$ cat config.mk
export PLATFORM = sky130hd
export DESIGN_NAME = alu_seq_nb
export DESIGN_NICKNAME = d
export VERILOG_FILES = /design/src/rtl/alu_pkg.sv /design/src/rtl/alu_comb_nb.sv /design/src/rtl/alu_seq_nb.sv
export SDC_FILE = /design/constraint.sdc
export NUM_CORES = 1
export LEC_CHECK = 0
export CAP_MARGIN = 10
export CORE_ASPECT_RATIO = 0.8
export CORE_MARGIN = 2
export CORE_UTILIZATION = 55
export DETAILED_ROUTE_END_ITERATION = 16
export PLACE_DENSITY = 0.86
export SKIP_CTS_REPAIR_TIMING = 1
export SKIP_LAST_GASP = 1
export SYNTH_ARGS = -nofsm -noshare
export SYNTH_HDL_FRONTEND = slang
export SYNTH_SLANG_ARGS = --single-unit
$ cat constraint.sdc
create_clock -name clk -period 6.6 [get_ports clk]
set_input_delay 1.65 -clock clk [delete_from_list [all_inputs] [get_ports clk]]
set_output_delay 1.65 -clock clk [all_outputs]
set_load 0.01 [all_outputs]
$ cat src/rtl/alu_pkg.sv
// alu_pkg: shared opcode, FSM state and flag index definitions for the ALU datapath
package alu_pkg;
  localparam logic [2:0] ALU_ADD  = 3'd0;
  localparam logic [2:0] ALU_SUB  = 3'd1;
  localparam logic [2:0] ALU_AND  = 3'd2;
  localparam logic [2:0] ALU_OR   = 3'd3;
  localparam logic [2:0] ALU_XOR  = 3'd4;
  localparam logic [2:0] ALU_SLT  = 3'd5;
  localparam logic [2:0] ALU_SLTU = 3'd6;
  localparam logic [2:0] ALU_MUL  = 3'd7;
  typedef enum logic [1:0] {IDLE, MUL, HOLD} state_t;
  localparam int FLAG_ZERO    = 0;
  localparam int FLAG_CARRY   = 1;
  localparam int FLAG_OVF     = 2;
  localparam int FLAG_ILLEGAL = 3;
  localparam int FLAG_W       = 4;
endpackage

$ cat src/rtl/alu_comb_nb.sv
// alu_comb_nb: combinational ADD..SLTU with carry/borrow and signed overflow
module alu_comb_nb
  import alu_pkg::*;
#(
  parameter int WIDTH = 8
) (
  input  logic [WIDTH-1:0] i_a,
  input  logic [WIDTH-1:0] i_b,
  input  logic [2:0]       i_op,
  output logic [WIDTH-1:0] o_r,
  output logic             o_carry,
  output logic             o_ovf
);
  logic [WIDTH:0] w_sum, w_dif;
  logic           w_slt;
  assign w_sum = {1'b0, i_a} + {1'b0, i_b};
  assign w_dif = {1'b0, i_a} - {1'b0, i_b};
  // differing signs: a is less exactly when it is negative; otherwise the borrow decides
  assign w_slt = (i_a[WIDTH-1] != i_b[WIDTH-1]) ? i_a[WIDTH-1] : w_dif[WIDTH];
  always_comb begin
    o_r     = '0;
    o_carry = 1'b0;
    o_ovf   = 1'b0;
    case (i_op)
      ALU_ADD: begin
        o_r     = w_sum[WIDTH-1:0];
        o_carry = w_sum[WIDTH];
        o_ovf   = (i_a[WIDTH-1] == i_b[WIDTH-1]) && (w_sum[WIDTH-1] != i_a[WIDTH-1]);
      end
      ALU_SUB: begin
        o_r     = w_dif[WIDTH-1:0];
        o_carry = w_dif[WIDTH];
        o_ovf   = (i_a[WIDTH-1] != i_b[WIDTH-1]) && (w_dif[WIDTH-1] != i_a[WIDTH-1]);
      end
      ALU_AND:  o_r = i_a & i_b;
      ALU_OR:   o_r = i_a | i_b;
      ALU_XOR:  o_r = i_a ^ i_b;
      ALU_SLT:  o_r = WIDTH'(w_slt);
      ALU_SLTU: o_r = WIDTH'(w_dif[WIDTH]);
      default: ;
    endcase
  end
endmodule

$ cat src/rtl/alu_seq_nb.sv
// alu_seq_nb: registered valid/ready ALU with multi-cycle shift-add multiply
module alu_seq_nb
  import alu_pkg::*;
#(
  parameter int WIDTH  = 8,
  parameter bit MUL_EN = 1'b1
) (
  input  logic             clk,
  input  logic             rst_n,
  input  logic             in_valid,
  output logic             in_ready,
  input  logic [WIDTH-1:0] a,
  input  logic [WIDTH-1:0] b,
  input  logic [2:0]       opcode,
  output logic             out_valid,
  input  logic             out_ready,
  output logic [WIDTH-1:0] r,
  output logic             zero,
  output logic             carry,
  output logic             ovf,
  output logic             illegal
);
  state_t             r_state, w_next;
  logic               w_acc, w_is_mul, w_mul_op, w_mul_last, w_carry, w_ovf;
  logic [WIDTH-1:0]   w_r, r_r;
  logic [2*WIDTH-1:0] w_acc_nxt;
  logic               r_zero, r_carry, r_ovf, r_illegal;
  assign in_ready  = rst_n && (r_state == IDLE || (r_state == HOLD && out_ready));
  assign out_valid = r_state == HOLD;
  assign w_acc     = in_valid && in_ready;
  assign w_is_mul  = opcode == ALU_MUL;
  assign w_mul_op  = w_is_mul && MUL_EN;
  assign r         = r_r;
  assign zero      = r_zero;
  assign carry     = r_carry;
  assign ovf       = r_ovf;
  assign illegal   = r_illegal;
  alu_comb_nb #(.WIDTH(WIDTH)) u_comb (
    .i_a    (a),
    .i_b    (b),
    .i_op   (opcode),
    .o_r    (w_r),
    .o_carry(w_carry),
    .o_ovf  (w_ovf)
  );
  generate
    if (MUL_EN) begin : g_mul
      localparam int CW = $clog2(WIDTH);
      logic [2*WIDTH-1:0] r_acc, r_bsh;
      logic [WIDTH-1:0]   r_ash;
      logic [CW-1:0]      r_cnt;
      always_ff @(posedge clk or negedge rst_n) begin
        if (!rst_n) begin
          r_acc <= '0;
          r_ash <= '0;
          r_bsh <= '0;
          r_cnt <= '0;
        end else if (w_acc && w_mul_op) begin
          r_acc <= '0;
          r_ash <= a;
          r_bsh <= {{WIDTH{1'b0}}, b};
          r_cnt <= '0;
        end else if (r_state == MUL) begin
          r_acc <= w_acc_nxt;
          r_ash <= r_ash >> 1;
          r_bsh <= r_bsh << 1;
          r_cnt <= r_cnt + 1'b1;
        end
      end
      assign w_acc_nxt  = r_acc + (r_ash[0] ? r_bsh : '0);
      assign w_mul_last = r_cnt == CW'(WIDTH - 1);
    end else begin : g_nomul
      assign w_acc_nxt  = '0;
      assign w_mul_last = 1'b0;
    end
  endgenerate
  always_ff @(posedge clk or negedge rst_n) begin
    if (!rst_n) r_state <= IDLE;
    else r_state <= w_next;
  end
  always_comb begin
    w_next = r_state;
    if (w_acc) w_next = w_mul_op ? MUL : HOLD;
    else if (r_state == MUL && w_mul_last) w_next = HOLD;
    else if (r_state == HOLD && out_ready) w_next = IDLE;
  end
  // opcode 111 without a multiplier falls through the comb unit as r=0, flags clear
  always_ff @(posedge clk or negedge rst_n) begin
    if (!rst_n) begin
      r_r       <= '0;
      r_zero    <= 1'b0;
      r_carry   <= 1'b0;
      r_ovf     <= 1'b0;
      r_illegal <= 1'b0;
    end else if (w_acc && !w_mul_op) begin
      r_r       <= w_r;
      r_zero    <= w_r == '0;
      r_carry   <= w_carry;
      r_ovf     <= w_ovf;
      r_illegal <= w_is_mul;
    end else if (r_state == MUL && w_mul_last) begin
      r_r       <= w_acc_nxt[WIDTH-1:0];
      r_zero    <= w_acc_nxt[WIDTH-1:0] == '0;
      r_carry   <= 1'b0;
      r_ovf     <= |w_acc_nxt[2*WIDTH-1:WIDTH];
      r_illegal <= 1'b0;
    end
  end
endmodule

==> flow_summary.json <==
{
  "cp-end-kind": "output pin",
  "start_util": 0.575,
  "rsz0062_at_grt": "no",
  "portBuffers": 36,
  "seqPwrFrac": 0.351,
  "crit_path_start_kind": "input pin",
  "cp_slowest_cell": "clkdlybuf4s50_1",
  "fmax_mhz": 216,
  "clk_pin_slew_worst_paths_ps": 60,
  "regArea_sq_um": 1430,
  "synth.distinct_cells": 62,
  "min_path_cells": 1,
  "clock_latency_ps": 340,
  "switching_power_mw": 0.678,
  "syn_nets": 630,
  "synth_top_family_by_area": "compound AO/OA/AOI/OAI gates",
  "worstSetupPathType": "input pin to output pin",
  "nets": 652,
  "numCtsBuffers": 9,
  "netlist_instances": 561,
  "finalSetupViolations": 0,
  "post_drt_wl_per_cell_um": 18.1,
  "finalCritPeriodShare": 0.700,
  "p_sw_frac": 0.408,
  "rr_endpoint": "ovf",
  "synth-main-ff-cell": "dfrtp_1",
  "maxCapViolCount": 0,
  "synth_compound_gate_area_share": 0.230,
  "ys_seq_area_frac": 0.308,
  "power.internal_mw": 0.984,
  "drv_slew": 0,
  "utilization": 0.652,
  "antenna_found_initial": 0,
  "grt_use_total": 0.288,
  "drt_iter0_drc": 402,
  "cp_cell_sequence": "clkdlybuf4s50_1 -> nor2b_1 -> nor2_1 -> clkdlybuf4s50_1",
  "worst_pin_slew_ps": 1160,
  "mostFrequentLayoutCells": "97 x nand2_1, 57 x dfrtp_1, 43 x ha_1",
  "hold_path.class": "flip-flop to flip-flop",
  "num_rows": 29,
  "synthAdderAreaFrac": 0.129,
  "clock_sinks": 57,
  "hpwl_um": 9170,
  "synthArstFlopShare": 1.00,
  "synth_xor_area_frac": 0.0321,
  "fp.dieH_um": 86.1,
  "path_max_fanout": 3,
  "dieWidth_um": 107,
  "cts_tree": "built",
  "crit_top_cell": "clkdlybuf4s50_1",
  "outcome": "completed",
  "io_pins": 37,
  "grt_max_degree": 58,
  "yosysTopAreaCell": "dfrtp_1",
  "drt_pass1_iterations": 5,
  "grt_pass1_vias": 4107,
  "p_leak_nw": 2.41,
  "cts-root-buf": "clkbuf_8",
  "synth-seq-cells": 57,
  "rr_startpoint": "g_mul.r_ash[0]",
  "wl_um": 12600,
  "p_clk_frac": 0.199,
  "synth_edf_count": 0,
  "crit_buf_inv": 2,
  "ff2ff_path_depth": 10,
  "power.total_mw": 1.66,
  "core_area_sq_um": 8060,
  "layout_min_cycle_time_ps": 4620,
  "combPwrFrac": 0.450,
  "clockBufferDepth": 2,
  "crit_path_max_incr_delay_ps": 590,
  "clock_skew_ps": 11.1,
  "filler_cell_count": 682,
  "gp_congestion": 0.943,
  "muxShareOfSynthArea": 0.0240,
  "drc": 0,
  "multi_input_area_sq_um": 2990,
  "synthSimpleGateAreaFrac": 0.229,
  "synth_top_area_frac": 0.308,
  "diodes": 0,
  "cp_top_family": "buffers and inverters",
  "final_common_cell": "nand2_1",
  "yosys_warnings": 0,
  "grt_pass1_wl_um": 20900,
  "hold_end": "carry",
  "syn_avg_cell_area_sq_um": 8.26,
  "reg2reg_slack_ps": 3100,
  "antenna_left": 0,
  "p_per_area_nw_per_um2": 317,
  "htreeDepth": 3,
  "fin_tns_setup_ps": 0,
  "dieArea_sq_um": 9180,
  "hold_start": "carry",
  "place_area_sq_um": 5050,
  "drive_gt1_frac": 0.0596,
  "relSlewSlack": 0.222,
  "num_vias": 4406,
  "arrival_ps": 2970,
  "grt_remaining_overflow": 0,
  "viasPerCell": 6.34,
  "area_growth_pct": 13.3,
  "cp.required_ps": 4950,
  "synth_area_leaders": "dfrtp_1 31%, ha_1 12%, nand2_1 7.9%",
  "synth_area_sq_um": 4630,
  "design_area_sq_um": 5250,
  "ir_drop_mv": 0.226,
  "hold_violations": 0
}
==> power by group through the flow <==
stage / sequential (mW) / clock (mW) / combinational, mW
floorplan: 0.567 / 0 / 0.492
global placement: 0.579 / 0 / 0.709
detailed placement: 0.586 / 0 / 0.733
CTS: 0.582 / 0.333 / 0.739
global route: 0.601 / 0.349 / 0.825
finish: 0.584 / 0.330 / 0.748
==> per-layer routing <==
metal / part of all wire / global-route usage / vias to the layer above
met5: 0 / 0 / -
met4: 0.023 / 0.0838 / 0
met3: 0.079 / 0.0509 / 38
met2: 0.43 / 0.431 / 204
met1: 0.47 / 0.427 / 2101
li1: - / - / 2063
==> stage by stage <==
step | hold WS (ps) | setup slack (ps) | instances
CTS | 495 | 1980 | 695
finish | 495 | 1980 | 695
global placement | 464 | 1940 | 680
floorplan | 445 | 2760 | 561
detailed placement | 482 | 1890 | 680
global route | 518 | 1890 | 695
==> registers in the layout, indices dropped and copies added, names as in the netlist <==
register,flops
r,8
g_mul.r_cnt,3
r_state,2
g_mul.r_acc,16
ovf,1
illegal,1
zero,1
g_mul.r_ash,8
g_mul.r_bsh,16
carry,1
==> cell families after synthesis <==
family | count (synthesis)
compound gates | 156
xor+xnor | 17
fa+ha+maj | 46
buf+inv | 58
flops | 57
mux | 11
simple gates | 216
==> worst max path at each step <==
stage	to	startpoint	cells past startpoint	slack, ps
final	in_ready	out_ready	4	1980
after floorplan	zero	a[0]	11	2760
after global routing	in_ready	out_ready	4	1890
after detailed placement	r[0]	a[2]	10	1890
after CTS	in_ready	out_ready	4	1980
after global placement	zero	a[2]	10	1940
==> cell usage after synthesis (6+ instances only) <==
library cell and count:
nand2b_1 6, clkbuf_1 28, nand3_1 15, dfrtp_1 57, nor2_1 25, xnor2_1 8
ha_1 43, xor2_1 9, o211ai_1 7, a21o_1 8, mux2i_1 10, nor3_1 8
a21oi_1 22, nand2_1 97, nor2b_1 11, o22ai_1 11, and2_1 17, o21a_1 7
inv_1 27, a22oi_1 15, o21ai_0 39
==> final cells by class <==
class,count,area share
Clock buffer,12,0.0296
Clock inverter,3,0.00763
Inverter,27,0.0193
Multi-Input combinational cell,446,0.570
Sequential cell,57,0.272
Tap cell,108,0.0257
Timing Repair Buffer,42,0.0763
Power figures use the tool's default switching activity.
